**config.mk**
```make
export PLATFORM = sky130hd
export DESIGN_NAME = issue_buffer_flat
export DESIGN_NICKNAME = d
export VERILOG_FILES = /design/src/rtl/issue_buffer_if.sv /design/src/rtl/issue_buffer.sv /design/src/flat_wrapper.sv
export SDC_FILE = /design/constraint.sdc
export NUM_CORES = 1
export LEC_CHECK = 0
export BUFFER_PORTS_ARGS = -buffer_cell sky130_fd_sc_hd__buf_2
export CAP_MARGIN = 10
export CORE_MARGIN = 2
export CORE_UTILIZATION = 55
export CTS_CLUSTER_SIZE = 10
export DETAILED_ROUTE_END_ITERATION = 8
export PLACE_DENSITY = 0.8
export SYNTH_ARGS = -nofsm -noshare
export SYNTH_HDL_FRONTEND = slang
export SYNTH_SLANG_ARGS = --single-unit
```
**constraint.sdc**
```tcl
create_clock -name clk -period 7.2 [get_ports clk]
set_input_delay 1.44 -clock clk [delete_from_list [all_inputs] [get_ports clk]]
set_output_delay 1.44 -clock clk [all_outputs]
set_load 0.01 [all_outputs]
```
**src/rtl/issue_buffer_if.sv**
```systemverilog
// issue_buffer_if: decode-side enqueue and execute-side issue bundle of the issue buffer.
interface issue_buffer_if #(parameter int DEPTH = 8, parameter int PAYLOAD_W = 64);
  logic                      flush;
  logic [1:0]                in_valid;
  logic                      in_ready;
  logic [2*PAYLOAD_W-1:0]    in_payload;
  logic [1:0]                in_wr_ena, in_rs_ena, in_rt_ena;
  logic [9:0]                in_wr_addr, in_rs_addr, in_rt_addr;
  logic                      ex_ready;
  logic [1:0]                out_valid;
  logic [2*PAYLOAD_W-1:0]    out_payload;
  logic [1:0]                out_wr_ena, out_rs_ena, out_rt_ena;
  logic [9:0]                out_wr_addr, out_rs_addr, out_rt_addr;
  logic [$clog2(DEPTH):0]    occupancy;
  modport master (
    output flush, in_valid, in_payload, in_wr_ena, in_wr_addr, in_rs_ena, in_rs_addr,
           in_rt_ena, in_rt_addr, ex_ready,
    input  in_ready, out_valid, out_payload, out_wr_ena, out_wr_addr, out_rs_ena,
           out_rs_addr, out_rt_ena, out_rt_addr, occupancy
  );
  modport slave (
    input  flush, in_valid, in_payload, in_wr_ena, in_wr_addr, in_rs_ena, in_rs_addr,
           in_rt_ena, in_rt_addr, ex_ready,
    output in_ready, out_valid, out_payload, out_wr_ena, out_wr_addr, out_rs_ena,
           out_rs_addr, out_rt_ena, out_rt_addr, occupancy
  );
endinterface

```
**src/rtl/issue_buffer.sv**
```systemverilog
// issue_buffer: dual-slot in-order instruction buffer; splits a pair on intra-pair RAW/WAW.
module issue_buffer #(
  parameter int DEPTH     = 8,
  parameter int PAYLOAD_W = 64
) (
  input logic           clk,
  input logic           rst,
  issue_buffer_if.slave bus
);
  localparam int AW = $clog2(DEPTH);
  localparam int OW = AW + 1;
  typedef struct packed {
    logic [PAYLOAD_W-1:0] pay;
    logic                 wen;
    logic [4:0]           wa;
    logic                 rse;
    logic [4:0]           rsa;
    logic                 rte;
    logic [4:0]           rta;
  } entry_t;
  entry_t        r_mem [DEPTH];
  logic [AW-1:0] r_head, r_tail;
  logic [OW-1:0] r_occ;
  entry_t        w_in [2];
  entry_t        w_e0, w_e1;
  logic          w_in_ready, w_hazard;
  logic [1:0]    w_ov;
  logic [OW-1:0] w_n_enq, w_n_deq;
  logic [AW-1:0] w_head1, w_tail1;
  always_comb begin
    for (int i = 0; i < 2; i++) begin
      w_in[i] = '{pay: bus.in_payload[i*PAYLOAD_W +: PAYLOAD_W],
                  wen: bus.in_wr_ena[i], wa: bus.in_wr_addr[i*5 +: 5],
                  rse: bus.in_rs_ena[i], rsa: bus.in_rs_addr[i*5 +: 5],
                  rte: bus.in_rt_ena[i], rta: bus.in_rt_addr[i*5 +: 5]};
    end
  end
  assign w_head1    = r_head + 1'b1;
  assign w_tail1    = r_tail + 1'b1;
  assign w_e0       = r_mem[r_head];
  assign w_e1       = r_mem[w_head1];
  // Only the registered count gates enqueue, so a same-cycle dequeue earns no credit.
  assign w_in_ready = r_occ <= OW'(DEPTH - 2);
  assign w_n_enq    = (w_in_ready && bus.in_valid[0]) ? (bus.in_valid[1] ? OW'(2) : OW'(1)) : '0;
  assign w_hazard   = w_e0.wen && (w_e0.wa != 5'd0) &&
                      ((w_e1.rse && w_e1.rsa == w_e0.wa) ||
                       (w_e1.rte && w_e1.rta == w_e0.wa) ||
                       (w_e1.wen && w_e1.wa == w_e0.wa));
  assign w_ov       = {(r_occ >= OW'(2)) && !w_hazard, r_occ != '0};
  assign w_n_deq    = bus.ex_ready ? OW'(w_ov[0]) + OW'(w_ov[1]) : '0;
  always_ff @(posedge clk) begin
    if (!bus.flush && w_n_enq != '0) begin
      r_mem[r_tail] <= w_in[0];
      if (w_n_enq == OW'(2)) r_mem[w_tail1] <= w_in[1];
    end
  end
  always_ff @(posedge clk or posedge rst) begin
    if (rst) begin
      r_head <= '0;
      r_tail <= '0;
      r_occ  <= '0;
    end else if (bus.flush) begin
      r_head <= '0;
      r_tail <= '0;
      r_occ  <= '0;
    end else begin
      r_head <= r_head + AW'(w_n_deq);
      r_tail <= r_tail + AW'(w_n_enq);
      r_occ  <= r_occ + w_n_enq - w_n_deq;
    end
  end
  assign bus.in_ready    = w_in_ready;
  assign bus.out_valid   = w_ov;
  assign bus.out_payload = {w_e1.pay, w_e0.pay};
  assign bus.out_wr_ena  = {w_e1.wen, w_e0.wen};
  assign bus.out_wr_addr = {w_e1.wa, w_e0.wa};
  assign bus.out_rs_ena  = {w_e1.rse, w_e0.rse};
  assign bus.out_rs_addr = {w_e1.rsa, w_e0.rsa};
  assign bus.out_rt_ena  = {w_e1.rte, w_e0.rte};
  assign bus.out_rt_addr = {w_e1.rta, w_e0.rta};
  assign bus.occupancy   = r_occ;
endmodule
```
**src/flat_wrapper.sv**
```systemverilog
// flat-port wrapper written by rule: the top's interface ports become plain ports
module issue_buffer_flat 
#(
  parameter int DEPTH     = 8,
  parameter int PAYLOAD_W = 64
)
  (clk, rst, bus_flush, bus_in_valid, bus_in_payload, bus_in_wr_ena, bus_in_wr_addr, bus_in_rs_ena, bus_in_rs_addr, bus_in_rt_ena, bus_in_rt_addr, bus_ex_ready, bus_in_ready, bus_out_valid, bus_out_payload, bus_out_wr_ena, bus_out_wr_addr, bus_out_rs_ena, bus_out_rs_addr, bus_out_rt_ena, bus_out_rt_addr, bus_occupancy);
  issue_buffer_if #(.DEPTH(DEPTH), .PAYLOAD_W(PAYLOAD_W)) bus_i ();
  input logic clk;
  input logic rst;
  input wire logic [$bits(bus_i.flush)-1:0] bus_flush;
  input wire logic [$bits(bus_i.in_valid)-1:0] bus_in_valid;
  input wire logic [$bits(bus_i.in_payload)-1:0] bus_in_payload;
  input wire logic [$bits(bus_i.in_wr_ena)-1:0] bus_in_wr_ena;
  input wire logic [$bits(bus_i.in_wr_addr)-1:0] bus_in_wr_addr;
  input wire logic [$bits(bus_i.in_rs_ena)-1:0] bus_in_rs_ena;
  input wire logic [$bits(bus_i.in_rs_addr)-1:0] bus_in_rs_addr;
  input wire logic [$bits(bus_i.in_rt_ena)-1:0] bus_in_rt_ena;
  input wire logic [$bits(bus_i.in_rt_addr)-1:0] bus_in_rt_addr;
  input wire logic [$bits(bus_i.ex_ready)-1:0] bus_ex_ready;
  output wire logic [$bits(bus_i.in_ready)-1:0] bus_in_ready;
  output wire logic [$bits(bus_i.out_valid)-1:0] bus_out_valid;
  output wire logic [$bits(bus_i.out_payload)-1:0] bus_out_payload;
  output wire logic [$bits(bus_i.out_wr_ena)-1:0] bus_out_wr_ena;
  output wire logic [$bits(bus_i.out_wr_addr)-1:0] bus_out_wr_addr;
  output wire logic [$bits(bus_i.out_rs_ena)-1:0] bus_out_rs_ena;
  output wire logic [$bits(bus_i.out_rs_addr)-1:0] bus_out_rs_addr;
  output wire logic [$bits(bus_i.out_rt_ena)-1:0] bus_out_rt_ena;
  output wire logic [$bits(bus_i.out_rt_addr)-1:0] bus_out_rt_addr;
  output wire logic [$bits(bus_i.occupancy)-1:0] bus_occupancy;
  assign bus_i.flush = bus_flush;
  assign bus_i.in_valid = bus_in_valid;
  assign bus_i.in_payload = bus_in_payload;
  assign bus_i.in_wr_ena = bus_in_wr_ena;
  assign bus_i.in_wr_addr = bus_in_wr_addr;
  assign bus_i.in_rs_ena = bus_in_rs_ena;
  assign bus_i.in_rs_addr = bus_in_rs_addr;
  assign bus_i.in_rt_ena = bus_in_rt_ena;
  assign bus_i.in_rt_addr = bus_in_rt_addr;
  assign bus_i.ex_ready = bus_ex_ready;
  assign bus_in_ready = bus_i.in_ready;
  assign bus_out_valid = bus_i.out_valid;
  assign bus_out_payload = bus_i.out_payload;
  assign bus_out_wr_ena = bus_i.out_wr_ena;
  assign bus_out_wr_addr = bus_i.out_wr_addr;
  assign bus_out_rs_ena = bus_i.out_rs_ena;
  assign bus_out_rs_addr = bus_i.out_rs_addr;
  assign bus_out_rt_ena = bus_i.out_rt_ena;
  assign bus_out_rt_addr = bus_i.out_rt_addr;
  assign bus_occupancy = bus_i.occupancy;
  issue_buffer #(.DEPTH(DEPTH), .PAYLOAD_W(PAYLOAD_W)) u_core (.clk(clk), .rst(rst), .bus(bus_i));
endmodule
```
==> impl_metrics.toml <==
[status]
outcome = "finished, final reports clean"

[setup_path]
start_kind = "flop"
crit_fanout = 34
cp-end-kind = "output pin"
required_ns = 5.76
critical_path_class = "flop to output pin"
arrival_ns = 4.44

[synth]
synth_most_common_cell = "mux2_2"
ys.flop_type = "edfxtp_1"
synth_area_leader_cell = "edfxtp_1"
yosysSeqAreaShare_pct = 51.9
synthArstFlopShare_pct = 1.50
synth_edf_count = 656
synth_seq_cells = 666
syn_inst = 2308
synth_top_area_share_pct = 51.2
yosys-top-cells-area = "edfxtp_1 51%, mux2_2 22%, mux4_2 18%"
syn_avg_cell_area_um2 = 16.7
yosys_warnings = 0
synth_area_um2 = 38400
syn-num-nets = 2493
ys_types = 53
synth_commonest_cells = "738 x mux2_2, 656 x edfxtp_1, 310 x mux4_2, 237 x nand2_1, 95 x buf_2"

[power]
p_int_uw = 9230
switchingPower_uw = 4850
p_comb_share_pct = 41.8
cellLeakagePower_uw = 0.0145
swShare_pct = 34.4
clock_power_share_pct = 25.2
power.density_nw_per_um2 = 326
vdd_drop_max_v = 0.000268
p_seq_share_pct = 33.0

[global_routing]
grt_max_degree = 133
first_global_vias = 25300
track_usage_pct = 29.9
gr-total-overflow = 0
grt_pass1_wl_um = 158000
antenna_found_initial = 36

[drt]
drtIter0Drc = 2744
vias = 24100
avgViaCountPerCell = 6.74
drtPass1Iterations = 5
avgRoutedWirePerCell_um = 30.2
final_antenna_net_count = 0
drcViolationCount = 0
finalWirelength_um = 108000

[clock_network]
post-cts-setup-buffers = 0
cts.sinks = 666
clk_latency_ns = 0.63
cts_resized = 0
cts_tree = "built"
root_buffer = "clkbuf_16"
clock_path_buffers = 3
path_clk_slew_ns = 0.06
holdBufCountCts = 0
htreeDepth = 3
cts_made_buffers = 78

[flow_run]
maxCapViolations = 0

[die]
die-width_um = 268
initial_core_util_pct = 55.8
core_area_um2 = 68900
rows = 96
die-area_um2 = 72000
ios = 341
die_h_um = 268

[timing]
slew_headroom_pct = 20.2
period_minus_slack_ns = 5.88
clock.fmax_mhz = 170
rsz0062_at_grt = "no"
hold_viol = 0
drv_slew = 0
fin_crit_sh_pct = 81.7
fin_skew_ns = 0.0351
setup_violations = 0
setup_tns_ns = 0
worst_pin_slew_ns = 1.19

[finish]
drive_above_1_share_pct = 58.9
area_growth_pct = 12.4
nets = 2778
finalInstanceArea_um2 = 43200
final_cells = 3579

[place]
port_buffers = 340
hpwl_um = 61500
gp_congestion = 0.896
place_inst = 3444
place_area_um2 = 41000

[min_path]
hold_class = "flop to flop"
-- cells by family after synthesis --
| group | count (synthesis) | synth area share (%) |
|---|---|---|
| and+or+nand+nor | 297 | 3.18 |
| buffers and inverters | 197 | 2.51 |
| adders and majority gates | 15 | 0.566 |
| DFF | 666 | 51.9 |
| AOI/OAI and AO/OA | 36 | 0.814 |
| muxes | 1078 | 40.6 |
| xor gates and xnor gates | 19 | 0.472 |
-- registers in the layout, summed over array words and instances (netlist names) --
register	cells
u_core.r_head	3
u_core.r_mem	656
u_core.r_tail	3
u_core.bus.occupancy	4
-- cells in the final DEF (no fill, tap or decap), types with 5 or more instances in the layout --
master,count
mux2_2,738
edfxtp_1,656
buf_2,340
mux4_2,310
nand2_1,233
clkbuf_16,80
buf_4,38
mux2i_1,29
clkbuf_1,23
diode_2,22
inv_1,19
nor2_1,17
xnor2_1,15
ha_1,10
nor2b_1,8
and2_1,7
nor3_1,7
dfrtp_1,7
a32oi_1,5
-- power groups by stage --
stage	combinational (µW)	sequential, µW	clock (µW)
2_1_floorplan	4000	4660	0
3_3_place_gp	5800	4690	0
3_5_place_dp	5880	4710	0
4_1_cts	5910	4630	3580
5_1_grt	6260	4650	3720
6_report	5890	4640	3550
-- path summary, 6_finish.rpt --
kind / slack, ns / endpoint / cells past startpoint / start
setup / recovery: 1.32 / bus_out_valid[1] / 10 / u_core.r_head[0]
hold / removal: 0.79 / u_core.r_tail[0] / 2 / u_core.r_tail[0]
setup reg to reg: 1.77 / u_core.bus.occupancy[2] / 17 / u_core.r_head[0]
hold reg to reg: 0.79 / u_core.r_tail[0] / 2 / u_core.r_tail[0]
max in group asynchronous: 6.00 / u_core.r_head[1] / 2 / rst
min in group asynchronous: 0.83 / u_core.bus.occupancy[3] / 2 / rst
-- routing by layer --
| metal | routed length, µm | GRT usage [%] | share of wire, % | up-vias |
|---|---|---|---|---|
| met3 | 9600 | 6.58 | 8.9 | 238 |
| li1 | - | - | - | 9978 |
| met4 | 3420 | 12.4 | 3.2 | 36 |
| met2 | 54700 | 49.9 | 51 | 1233 |
| met1 | 40300 | 38.2 | 37 | 12600 |
| met5 | 218 | 0 | 0.20 | - |
-- area by class of cell --
class	instances	area, µm²
Multi-Input combinational cell	1445	17700
Clock buffer	104	2100
Antenna cell	22	55.1
Inverter	20	75.1
Clock inverter	9	63.8
Timing Repair Buffer	382	2070
Sequential cell	666	20000
Tap cell	931	1160
Fill cell	5068	25700
-- worst max-delay path, stage by stage, from the launching register on --
cell and delay, ns:
dfrtp_4 0.78, ha_4 0.28, xor2_4 0.71, buf_4 0.55, nand2_1 0.12, a32oi_1 0.28, a31oi_1 0.12, o2111a_1 0.24
a41o_1 0.23, a21oi_1 0.27, buf_2 0.22
-- metrics by stage --
step / power [µW] / worst slack, ns / util [%] / hold WS [ns]
global route: 14600 / 1.12 / 62.6 / 0.828
global placement: 10500 / 1.91 / 59.4 / 0.712
finish: 14100 / 1.32 / 62.7 / 0.790
floorplan: 8660 / 1.08 / - / 0.615
CTS: 14100 / 1.35 / 62.6 / 0.740
detailed placement: 10600 / 1.85 / 59.4 / 0.729
(Power assumes the default switching activity.)
